--- config.mk ---
export PLATFORM = sky130hd
export DESIGN_NAME = bf_io_port
export DESIGN_NICKNAME = d
export VERILOG_FILES = /design/src/rtl/bf_io_pkg.sv /design/src/rtl/bf_io_fifo.sv /design/src/rtl/bf_io_port.sv
export SDC_FILE = /design/constraint.sdc
export NUM_CORES = 1
export LEC_CHECK = 0
export CAP_MARGIN = 10
export CORE_UTILIZATION = 33
export CTS_BUF_LIST = sky130_fd_sc_hd__clkbuf_8 sky130_fd_sc_hd__clkbuf_16
export CTS_CLUSTER_DIAMETER = 40
export DETAILED_ROUTE_END_ITERATION = 6
export PLACE_DENSITY = 0.53
export SYNTH_ARGS = -nofsm -noshare
export SYNTH_HDL_FRONTEND = slang
export SYNTH_SLANG_ARGS = --single-unit
--- constraint.sdc ---
create_clock -name clock -period 3.2 [get_ports clock]
set_input_delay 0.64 -clock clock [delete_from_list [all_inputs] [get_ports clock]]
set_output_delay 0.64 -clock clock [all_outputs]
set_load 0.01 [all_outputs]
--- src/rtl/bf_io_pkg.sv ---
// bf_io_pkg: shared types and defaults for the Brainfuck I/O port.
// The optional echo feature is enabled by defining BF_IO_ECHO_EN.
package bf_io_pkg;

  // Default number of entries per FIFO (power of 2, at least 2).
  localparam int DEFAULT_DEPTH = 8;

  // in_byte value before any byte is delivered.
  localparam logic [7:0] DEFAULT_EOF_BYTE = 8'h00;

  // States of the ',' input handshake.
  typedef enum logic [1:0] {
    IDLE = 2'd0,
    WAIT = 2'd1,
    ACK  = 2'd2
  } in_state_t;

endpackage

--- src/rtl/bf_io_fifo.sv ---
// bf_io_fifo: synchronous DEPTH x 8 FIFO with full/empty/count.
// The head entry is read directly from the register array, so a pushed
// byte is visible at the head the cycle after the push.
// A push while full is accepted only if a pop happens in the same cycle.
module bf_io_fifo
  import bf_io_pkg::*;
#(
  parameter int DEPTH = DEFAULT_DEPTH
) (
  input  logic                     clock,
  input  logic                     reset,
  input  logic                     push,
  input  logic [7:0]               push_data,
  input  logic                     pop,
  output logic [7:0]               head,
  output logic                     full,
  output logic                     empty,
  output logic [$clog2(DEPTH):0]   count
);

  localparam int AW = $clog2(DEPTH);
  localparam logic [AW:0] FULL_COUNT = (AW+1)'(DEPTH);

  logic [7:0]    mem_reg [DEPTH];
  logic [AW-1:0] wr_ptr_reg;
  logic [AW-1:0] rd_ptr_reg;
  logic [AW:0]   count_reg;
  logic          do_push;
  logic          do_pop;

  assign full    = (count_reg == FULL_COUNT);
  assign empty   = (count_reg == '0);
  assign count   = count_reg;
  assign head    = mem_reg[rd_ptr_reg];
  assign do_pop  = pop && !empty;
  assign do_push = push && (!full || do_pop);

  // Storage array: written on accepted pushes, never reset.
  always_ff @(posedge clock) begin
    if (do_push) begin
      mem_reg[wr_ptr_reg] <= push_data;
    end
  end

  // Pointers wrap naturally modulo DEPTH; count tracks occupancy.
  always_ff @(posedge clock or posedge reset) begin
    if (reset) begin
      wr_ptr_reg <= '0;
      rd_ptr_reg <= '0;
      count_reg  <= '0;
    end else begin
      if (do_push) begin
        wr_ptr_reg <= wr_ptr_reg + AW'(1);
      end
      if (do_pop) begin
        rd_ptr_reg <= rd_ptr_reg + AW'(1);
      end
      if (do_push && !do_pop) begin
        count_reg <= count_reg + (AW+1)'(1);
      end else if (do_pop && !do_push) begin
        count_reg <= count_reg - (AW+1)'(1);
      end
    end
  end

endmodule

--- src/rtl/bf_io_port.sv ---
// bf_io_port: '.' and ',' I/O for a Brainfuck core, buffered by two FIFOs
// toward a host byte stream. Define BF_IO_ECHO_EN to echo every delivered
// input byte back into the output FIFO.
module bf_io_port
  import bf_io_pkg::*;
#(
  parameter int         DEPTH    = DEFAULT_DEPTH,
  parameter logic [7:0] EOF_BYTE = DEFAULT_EOF_BYTE
) (
  input  logic       clock,
  input  logic       reset,
  input  logic       out_strobe,
  input  logic [7:0] out_byte,
  output logic       out_busy,
  output logic       out_overflow,
  input  logic       in_req,
  output logic [7:0] in_byte,
  output logic       in_ack,
  output logic [7:0] host_tx_data,
  output logic       host_tx_valid,
  input  logic       host_tx_ready,
  input  logic [7:0] host_rx_data,
  input  logic       host_rx_valid,
  output logic       host_rx_ready
);

  localparam int AW = $clog2(DEPTH);

  in_state_t   state_reg;
  logic        in_ack_reg;
  logic [7:0]  in_byte_reg;
  logic        overflow_reg;

  logic        out_push;
  logic [7:0]  out_push_data;
  logic        out_pop;
  logic        out_full;
  logic        out_empty;
  logic [AW:0] out_count;

  logic        in_push;
  logic        in_pop;
  logic [7:0]  in_head;
  logic        in_full;
  logic        in_empty;
  logic [AW:0] in_count;

  logic        wait_ready;
  logic        unused_counts;

  // Occupancy counts are not needed at this level.
  assign unused_counts = ^{out_count, in_count};

  assign out_pop = !out_empty && host_tx_ready;
  assign in_push = host_rx_valid && !in_full;
  assign in_pop  = (state_reg == WAIT) && in_req && wait_ready;

`ifdef BF_IO_ECHO_EN
  // Echo shares the output FIFO, so delivery waits for room and for a
  // cycle without a processor strobe; the echo push lands with the pop.
  assign wait_ready    = !in_empty && !out_full && !out_strobe;
  assign out_push      = out_strobe || in_pop;
  assign out_push_data = in_pop ? in_head : out_byte;
`else
  assign wait_ready    = !in_empty;
  assign out_push      = out_strobe;
  assign out_push_data = out_byte;
`endif

  bf_io_fifo #(.DEPTH(DEPTH)) u_out_fifo (
    .clock     (clock),
    .reset     (reset),
    .push      (out_push),
    .push_data (out_push_data),
    .pop       (out_pop),
    .head      (host_tx_data),
    .full      (out_full),
    .empty     (out_empty),
    .count     (out_count)
  );

  bf_io_fifo #(.DEPTH(DEPTH)) u_in_fifo (
    .clock     (clock),
    .reset     (reset),
    .push      (in_push),
    .push_data (host_rx_data),
    .pop       (in_pop),
    .head      (in_head),
    .full      (in_full),
    .empty     (in_empty),
    .count     (in_count)
  );

  // Sticky flag: a strobe was dropped because the output FIFO had no room.
  always_ff @(posedge clock or posedge reset) begin
    if (reset) begin
      overflow_reg <= 1'b0;
    end else if (out_strobe && out_full && !out_pop) begin
      overflow_reg <= 1'b1;
    end
  end

  // Input handshake: wait for data, latch it, pulse in_ack for one cycle.
  always_ff @(posedge clock or posedge reset) begin
    if (reset) begin
      state_reg   <= IDLE;
      in_ack_reg  <= 1'b0;
      in_byte_reg <= EOF_BYTE;
    end else begin
      case (state_reg)
        IDLE: begin
          in_ack_reg <= 1'b0;
          if (in_req) begin
            state_reg <= WAIT;
          end
        end
        WAIT: begin
          if (!in_req) begin
            state_reg <= IDLE;
          end else if (wait_ready) begin
            in_byte_reg <= in_head;
            in_ack_reg  <= 1'b1;
            state_reg   <= ACK;
          end
        end
        ACK: begin
          in_ack_reg <= 1'b0;
          state_reg  <= IDLE;
        end
        default: begin
          in_ack_reg <= 1'b0;
          state_reg  <= IDLE;
        end
      endcase
    end
  end

  assign out_busy      = out_full;
  assign out_overflow  = overflow_reg;
  assign host_tx_valid = !out_empty;
  assign host_rx_ready = !in_full;
  assign in_ack        = in_ack_reg;
  assign in_byte       = in_byte_reg;

endmodule

Word-level counts from Yosys, hierarchy flattened
Memory sizes are Yosys's and may differ from the RTL's. A register that Yosys moved wholly into a read port is not among the register bits.
Index checks and enable logic that the tools add are counted.
- add/sub/neg operators: 8
- equal/unequal tests: 7
- mux-type cells: 15
- bitwise operators: 1
- reductions and logical operators: 33
- operators with widths (kind ; count):
    two-way mux 4 bit ; 4
    logical AND 1 bit ; 14
    adder 3 x 1 -> 3 bit, second input constant ; 4
    logical NOT 1 bit ; 9
    adder 4 x 1 -> 4 bit, second input constant ; 2
    == test 4 bit, second input constant ; 2
    logical NOT 4 bit ; 2
    subtractor 4 x 1 -> 4 bit, second input constant ; 2
    two-way mux 1 bit ; 7
    two-way mux 2 bit ; 3
    != test 2 bit, second input constant ; 3
    one-hot mux 2 bit (2 select lines) ; 1
    AND reduction 2 bit ; 2
    nonzero test 2 bit ; 2
    != test 3 bit, second input constant ; 1
    AND reduction 3 bit ; 1
    == test 2 x 1 -> 1 bit, second input constant ; 1
    logical NOT 2 bit ; 1
    logical OR 1 bit ; 2
    NOT 1 bit ; 1
- bits in registers: 24
- RAM bits: 128
- input bits: 22
- output and inout bits: 21
- logic and storage cells: 75
- memories kept: 2
- memories (name ; words ; width ; read ports ; clocked after memory_dff ; wr ports ; RTL line ; text):
    u_in_fifo.mem_reg ; 8 ; 8 ; 1 ; 1 ; 1 ; bf_io_fifo.sv:24 ; logic [7:0] mem_reg [DEPTH];
    u_out_fifo.mem_reg ; 8 ; 8 ; 1 ; 0 ; 1 ; bf_io_fifo.sv:24 ;

Depth between registers and ports, before layout
- depth in word-level cells: 10
- mapped depth: 11
- mapped depth without buffers: 11

Hierarchy
From an unflattened synthesis, not the netlist that was laid out.
- cell total of the unflattened synthesis: 349
- area, all modules: 6662.6 µm²
- modules (own cells, without submodules) (module ; instances ; cells an instance ; area each (µm²) ; seq. area each (µm²)):
    bf_io_fifo ; 2 ; 157 ; 3067.9 ; 2172.1
    bf_io_port ; 1 ; 35 ; 526.8 ; 300.3

Least setup slack after synthesis
Ideal clock, no wire load.
- kind: reg-to-reg
- from: reg u_in_fifo.count_reg[0] (netlist: u_in_fifo.count[0])
- to: reg u_in_fifo.count_reg[3] (netlist: u_in_fifo.count[3])
- library setup time: 126 ps
- data arrival time: 2810 ps
- required time: 3074 ps
- setup slack: 264 ps
- cell stages (with the launch flop): 12
- path buffers: 1
- period minus slack after synthesis: 2936 ps
- path through: dfrtp_1 > or4_1 > and4b_4 > buf_6 > inv_1 > ha_1 > inv_1 > ha_1 > a21o_1 > a2111oi_0 > a31oi_1 > a221o_1
- longest elaborated chain between the ends: 9
- elaborated cells on any way between the ends: 18
- those cells by class: add/sub: 2; eq/ne: 1; mux: 2; reduce/logical: 13
- ends and longest elaborated chain (item ; RTL line ; text):
    start, declared ; bf_io_fifo.sv:27 ; logic [AW:0] count_reg;
    start signal, assigned ; bf_io_fifo.sv:59 ; count_reg <= count_reg + (AW+1)'(1);
    start signal, assigned ; bf_io_fifo.sv:61 ; count_reg <= count_reg - (AW+1)'(1);
    logical NOT 4 bit ; bf_io_fifo.sv:32 ; assign empty = (count_reg == '0);
    logical NOT 1 bit ; bf_io_fifo.sv:35, bf_io_port.sv:65 ;
    logical AND 1 bit ; bf_io_port.sv:56 ; assign in_pop = (state_reg == WAIT) && in_req && wait_ready;
    logical AND 1 bit ; bf_io_fifo.sv:35 ; assign do_pop = pop && !empty;
    logical OR 1 bit ; bf_io_fifo.sv:36 ; assign do_push = push && (!full || do_pop);
    logical AND 1 bit ; bf_io_fifo.sv:36 ;
    logical NOT 1 bit ; bf_io_fifo.sv:60 ; end else if (do_pop && !do_push) begin
    logical AND 1 bit ; bf_io_fifo.sv:60 ;
    nonzero test 2 bit (no line) ; n/a ;
Parallel ways exist; a longest one is shown, timed or not. The select of a mux whose other input is x is not followed.
A chain may end at the register's enable or synchronous reset.

Worst setup path after layout
- from: reg u_out_fifo.count_reg[0] (netlist: u_out_fifo.count[0])
- to: reg u_out_fifo.count_reg[3] (netlist: u_out_fifo.count[3])
- longest elaborated chain between the ends: 9
- elaborated cells on any way between the ends: 17
- those cells by class: add/sub: 2; eq/ne: 1; mux: 2; reduce/logical: 12
- ends and longest elaborated chain (item ; RTL line ; text):
    start, declared ; bf_io_fifo.sv:27 ;
    start signal, assigned ; bf_io_fifo.sv:59 ;
    start signal, assigned ; bf_io_fifo.sv:61 ;
    logical NOT 4 bit ; bf_io_fifo.sv:32 ;
    logical NOT 1 bit ; bf_io_fifo.sv:35, bf_io_port.sv:54 ;
    logical AND 1 bit ; bf_io_port.sv:54 ; assign out_pop = !out_empty && host_tx_ready;
    logical AND 1 bit ; bf_io_fifo.sv:35 ;
    logical OR 1 bit ; bf_io_fifo.sv:36 ;
    logical AND 1 bit ; bf_io_fifo.sv:36 ;
    logical NOT 1 bit ; bf_io_fifo.sv:60 ;
    logical AND 1 bit ; bf_io_fifo.sv:60 ;
    nonzero test 2 bit (no line) ; n/a ;
Parallel ways exist; a longest one is shown, timed or not. The select of a mux whose other input is x is not followed.

==> metrics.csv <==
metric;value;unit
area share of and/or/nand/nor cells after synthesis;4.86;%
die area;20100;um2
DP Wirelength;7530;um
Crit-path slowest cell;or4_4;
Clock Latency Late Sink;0.42;ns
Hold Path Class;reg2reg;
WP buf/inv;1;
sequential share of the synthesized area;72.1;%
initial antenna violation count;0;
worst hold slack;0.470;ns
Final Worst Setup Slack;0.144;ns
Non-Filler Instances;688;
H-tree Lvls;4;
Core Box Area;18900;um2
Post-DRT Antenna Nets;0;
worst vdd ir;0.000495;V
total power;7220;uW
Post-synth EDFFs;128;
TritonCTS Sinks;160;
Pre-Repair DR Iteration Count;4;
drt drc;0;
total gr overflow;0;
Routed WL;12100;um
Syn Area/Cell;18.8;um2
Total GRT Usage;13.2;%
crit end category;register;
# hold bufs at CTS;0;
pre-CTS setup slack;-0.0304;ns
Routed WL per cell;17.5;um
startpoint types;register;
post-synthesis adder-cell area fraction;2.56;%
Synth Area in XOR/XNOR;1.50;%
ANT cells;0;
share of cells above drive strength 1;25.0;%
Cell Area, Synth;6440;um2
Final Core Density;41.6;%
top-level port count;43;
vias per inst;4.72;
clock skew;0.0111;ns
CTS Root Cell;clkbuf_16;
Top delay family on crit path;compound AO/OA/AOI/OAI gates;
Syn Nets;377;
post-synthesis compound-gate area fraction;2.47;%
die width;142;um
Final period util;95.5;%
CTS Buf Count;17;
GP Congestion;0.711;
Yosys top cell by area;edfxtp_1;
Via Count;3249;
Area contributors post-synth;edfxtp_1 60%, dfrtp_1 12%, mux4_2 11%, mux2_2 2.3%, ha_1 1.9%;
IO buf count;42;
prevailing post-synth register cell;edfxtp_1;
global-route wire length before repair;19200;um
unrepaired setup endpoints after global routing;false;
fin. max-slew vios;0;
Critical Path AT;3.36;ns
clk slew on worst S/H paths;0.07;ns
final hold violation count;0;
post_cts resized;0;
Syn. warnings;0;
Leakage;0.00272;uW
count of final setup violators;0;
Cell Rows;50;
Starting Density;34.1;%
main combinational cell family by area after synthesis;multiplexers;
iteration-0 DRC count of the detailed router;209;
Crit Path Max Fanout;5;
Pwr per Cell Area;918;nW/um2
nets;449;
largest net degree at the start of global routing;33;
status;complete, no violations;
final worst path period need;3.06;ns
critical path class;reg2reg;
Die Y-Extent;142;um
Setup Fix Bufs, Post-CTS;0;
max incr delay on CP;0.58;ns
number of synthesized register bits;160;
share of the synthesized area in the top cell type;59.7;%
TritonCTS clock tree;built;
Critical Path, Cell by Cell;or4_4 -> nand2_1 -> ha_1 -> inv_1 -> ha_1 -> a21o_1 -> a2111oi_0 -> a31oi_1 -> a221o_1;
dpl cells;656;
clk buf depth;2;
Slew @ Worst Pin;0.801;ns
area grow syn2layout;22.2;%
synth cell count leaders;128 x edfxtp_1, 32 x dfrtp_1, 32 x mux4_2, 19 x nor2_1, 18 x nand2_1;
Max Freq;0.327;GHz
CP required;3.50;ns
mux cell area share after synthesis;14.7;%
most common cell in the synthesized netlist;edfxtp_1;
Mapped Cells;343;
vias in the first global route;3443;
Max-slew headroom;46.6;%
post-synth cell types;35;
Max Cap Violations;0;
Synth async-reset ratio;20.0;%
crit-path most repeated cell;ha_1;
==> path summary, 6_finish.rpt <==
path | start | cells past startpoint | to | slack [ns]
worst min-delay path | state_reg[1]$_DFFE_PP0P_ | 1 | in_ack$_DFFE_PP0P_ | 0.47
worst min register to register | state_reg[1]$_DFFE_PP0P_ | 1 | in_ack$_DFFE_PP0P_ | 0.47
worst max-delay path | u_out_fifo.count[0]$_DFFE_PP0P_ | 9 | u_out_fifo.count[3]$_DFFE_PP0P_ | 0.14
min in group asynchronous | reset | 3 | u_out_fifo.count[1]$_DFFE_PP0P_ | 0.63
max in group asynchronous | reset | 3 | u_in_fifo.rd_ptr_reg[1]$_DFFE_PP0P_ | 2.23
worst max register to register | u_out_fifo.count[0]$_DFFE_PP0P_ | 9 | u_out_fifo.count[3]$_DFFE_PP0P_ | 0.14
==> power by group <==
| group | total, uW | internal, uW | switching, uW |
|---|---|---|---|
| Combinational | 2220 | 1250 | 971 |
| Clock | 1950 | 1090 | 861 |
| Sequential | 3050 | 2700 | 351 |
==> layout make-up <==
| cell class | count | area (um2) |
|---|---|---|
| Clock buffer | 17 | 425 |
| Clock inverter | 15 | 146 |
| Fill cell | 1734 | 11000 |
| Inverter | 7 | 26.3 |
| Multi-Input combinational cell | 162 | 1680 |
| Sequential cell | 160 | 4640 |
| Tap cell | 260 | 325 |
| Timing Repair Buffer | 67 | 621 |
==> kinds of logic (layout without fill, tap and decap cells) <==
kind of cell | count (synthesis) | after routing
buffers and inverters | 21 | 106
adder cells (fa/ha/maj) | 12 | 12
AO/OA/AOI/OAI | 25 | 25
multiplexers | 53 | 53
AND/OR/NAND/NOR | 61 | 61
flip-flops | 160 | 160
XOR/XNOR | 11 | 11
==> metrics by stage <==
step	TNS, ns	instance area, um2
3_3_place_gp	0	7300
3_5_place_dp	-0.0304	7300
6_report	0	7870
5_1_grt	0	7870
4_1_cts	0	7870
2_1_floorplan	0	6440
==> placed cells by master (no fill, tap or decap), types with 8 or more instances in the layout <==
master and instances:
mux2_2 13, clkbuf_16 17, buf_4 24, nor2_1 19
clkdlybuf4s50_1 42, dfrtp_1 32, nand2_1 18, xnor2_1 9
edfxtp_1 128, mux2i_1 8, ha_1 10, nor3_1 8
mux4_2 32, a21oi_1 11
==> per-layer routing <==
layer  wire length [um]  track usage (%)  vias up
met5                  0                0        -
met2               6470             23.7       65
li1                   -                -     1500
met4                146             4.70        0
met1               4960             15.0     1674
met3                479             3.85       10
Note: power is estimated with default switching activity, not from simulation.
==> edit: new RTL, same settings <==
Make the reset (`reset`) synchronous in 3 clocked blocks.
--- a/src/rtl/bf_io_fifo.sv
+++ b/src/rtl/bf_io_fifo.sv
@@ -44,5 +44,5 @@
 
   // Pointers wrap naturally modulo DEPTH; count tracks occupancy.
-  always_ff @(posedge clock or posedge reset) begin
+  always_ff @(posedge clock) begin
     if (reset) begin
       wr_ptr_reg <= '0;
--- a/src/rtl/bf_io_port.sv
+++ b/src/rtl/bf_io_port.sv
@@ -93,5 +93,5 @@
 
   // Sticky flag: a strobe was dropped because the output FIFO had no room.
-  always_ff @(posedge clock or posedge reset) begin
+  always_ff @(posedge clock) begin
     if (reset) begin
       overflow_reg <= 1'b0;
@@ -102,5 +102,5 @@
 
   // Input handshake: wait for data, latch it, pulse in_ack for one cycle.
-  always_ff @(posedge clock or posedge reset) begin
+  always_ff @(posedge clock) begin
     if (reset) begin
       state_reg   <= IDLE;
Behaviour: differs if reset is asserted again (counterexample within 4 cycles, from zero or initial values and one cycle with reset high); with reset held inactive, the same outputs for 4 cycles.
==> edit against the unedited design <==
Sequential power fell by 16%. Power is 18% lower. Setup slack better by 0.024 ns. Via count rose by 1.3%. Routed wire length is 0.63% lower. Sequential cell count rose by 3. Area after synthesis unchanged. Final area up 0.32%. Combinational power shrank 47%. Largest cell class unchanged. Largest power group unchanged.
==> edit: results (changes against the unedited design) <==
| Metric | Value |
|---|---|
| HPWL Detailed | `7420 µm (-1.5%)` |
| Post-layout net count | `470 (+4.7%)` |
| Worst Tran Pin Value | `0.941 ns (+0.140 ns)` |
| Peak supply drop | `0.428 mV (-14%)` |
| Synth Area per Inst | `17.4 µm² (-7.3%)` |
| Fillers | `1712 (-1.3%)` |
| Vias in the first global route | `3338 (-3.0%)` |
| Largest net degree at the start of global routing | `35 (+6.1%)` |
| Worst skew pair latency | `0.42 ns (about the same)` |
| Critical path's top delay family | `multiplexers` |
| Non-Filler Instances | `709 (+3.1%)` |
| Layout cells sized above 1 | `20.9% (-4.1 points)` |
| Most frequent cells after synthesis | `edfxtp_1 (128), nor2_1 (42), dfxtp_1 (35), mux4_2 (23), nor3_1 (14)` |
| DRT iter0 DRCs | `247 (+18%)` |
| Count of flip-flops with a built-in enable after synthesis | `128 (unchanged)` |
| WL/cell | `16.9 µm (-3.6%)` |
| RePlAce Congestion | `0.708 (-0.37%)` |
| Crit Path Max Fanout | `16 (+11)` |
| Crit-path slowest cell | `mux4_1` |
| Dpl ws | `0.164 ns (+0.194 ns)` |
| Sequential fraction of the synthesis area | `70.6% (-1.6 points)` |
| Max Cap Violations | `0 (unchanged)` |
| Clock Tree Root | `clkbuf_16` |
| Slowest stage delay, CP | `0.60 ns (+0.02 ns)` |
| Asr flop ratio synth | `0% (-20 points)` |
| Detailed Routing Iterations Pass 1 | `4 (unchanged)` |
| Routed vias/inst | `4.64 (-1.7%)` |
| Leakage | `2.65 nW (-2.7%)` |
| Status | `complete, no violations` |
| Post-Syn Nets | `404 (+7.2%)` |
| Distinct cells, synth | `42 (+20%)` |
| First-pass GRT wire length | `18900 µm (-1.7%)` |
| Synth area leaders | `edfxtp_1 (60%), dfxtp_1 (11%), mux4_2 (8.0%)` |
| Worst clock skew | `0.00854 ns (-0.00255 ns)` |
| Placed insts | `677 (+3.2%)` |
| Deepest clock path buffer count | `2 (unchanged)` |
| GRT Resource Usage Total | `13.1% (-0.092 points)` |
==> edit: cell types whose count changed in the layout (fill, tap and decap cells not counted), moves of 10 or more <==
cell     delta
nor2_1     +23
dfrtp_1    -32
dfxtp_1    +35
nand2_1    -10
==> edit: through the flow <==
step           instance area (µm²)  hold slack, ns
3_5_place_dp                  7250           0.457
3_3_place_gp                  7250           0.453
4_1_cts                       7890           0.477
2_1_floorplan                 6440           0.438
5_1_grt                       7890           0.493
6_report                      7890           0.470
==> edit: area by class of cell <==
type                       instances  area [µm²]  share of cell area, %
clock buffer                      18         439                   5.56
tap                              260         325                   4.12
timing repair buffer              64         586                   7.42
clock inverter                    14         200                   2.54
inverter                           6        22.5                  0.285
multi-input combinational        184        1780                   22.5
sequential                       163        4540                   57.6
==> edit: cells by family (layout without fill, tap and decap cells) <==
family | Yosys count | after routing | synth area share, %
compound gates | 26 | 26 | 2.78
fa+ha+maj | 12 | 12 | 2.56
buf+inv | 23 | 102 | 1.85
flops | 163 | 163 | 70.6
xor+xnor | 11 | 11 | 1.50
mux | 45 | 45 | 13.9
simple gates | 90 | 90 | 6.82
==> edit: final timing paths <==
check	depth (start not counted)	slack, ns	endpoint	startpoint
setup / recovery	4	0.17	host_tx_data[7]	flip-flop
hold / removal	2	0.47	out_overflow	out_overflow
setup reg to reg	10	0.39	u_in_fifo.count[3]	u_in_fifo.count[0]
hold reg to reg	2	0.47	out_overflow	out_overflow
==> edit: routing by layer <==
layer  track usage, %  vias up  wire length, µm
met1             15.8     1637             5030
li1                 -     1576                -
met5                0        -                0
met2             22.6       66             6270
met4             4.30        0              137
met3             3.91       12              536
==> edit: worst reg2reg max path, delay by kind of cell (launching register included) <==
family	cells	cell delay, ns
fa+ha+maj	2	0.47
mux	1	0.35
simple gates	2	0.85
flops	1	0.38
buf+inv	2	0.18
compound gates	3	0.46
==> edit: report_power, final <==
part	switching, mW	total (mW)	internal, mW
sequential	0.109	2.57	2.46
combinational	0.541	1.17	0.633
clock	0.816	2.15	1.34
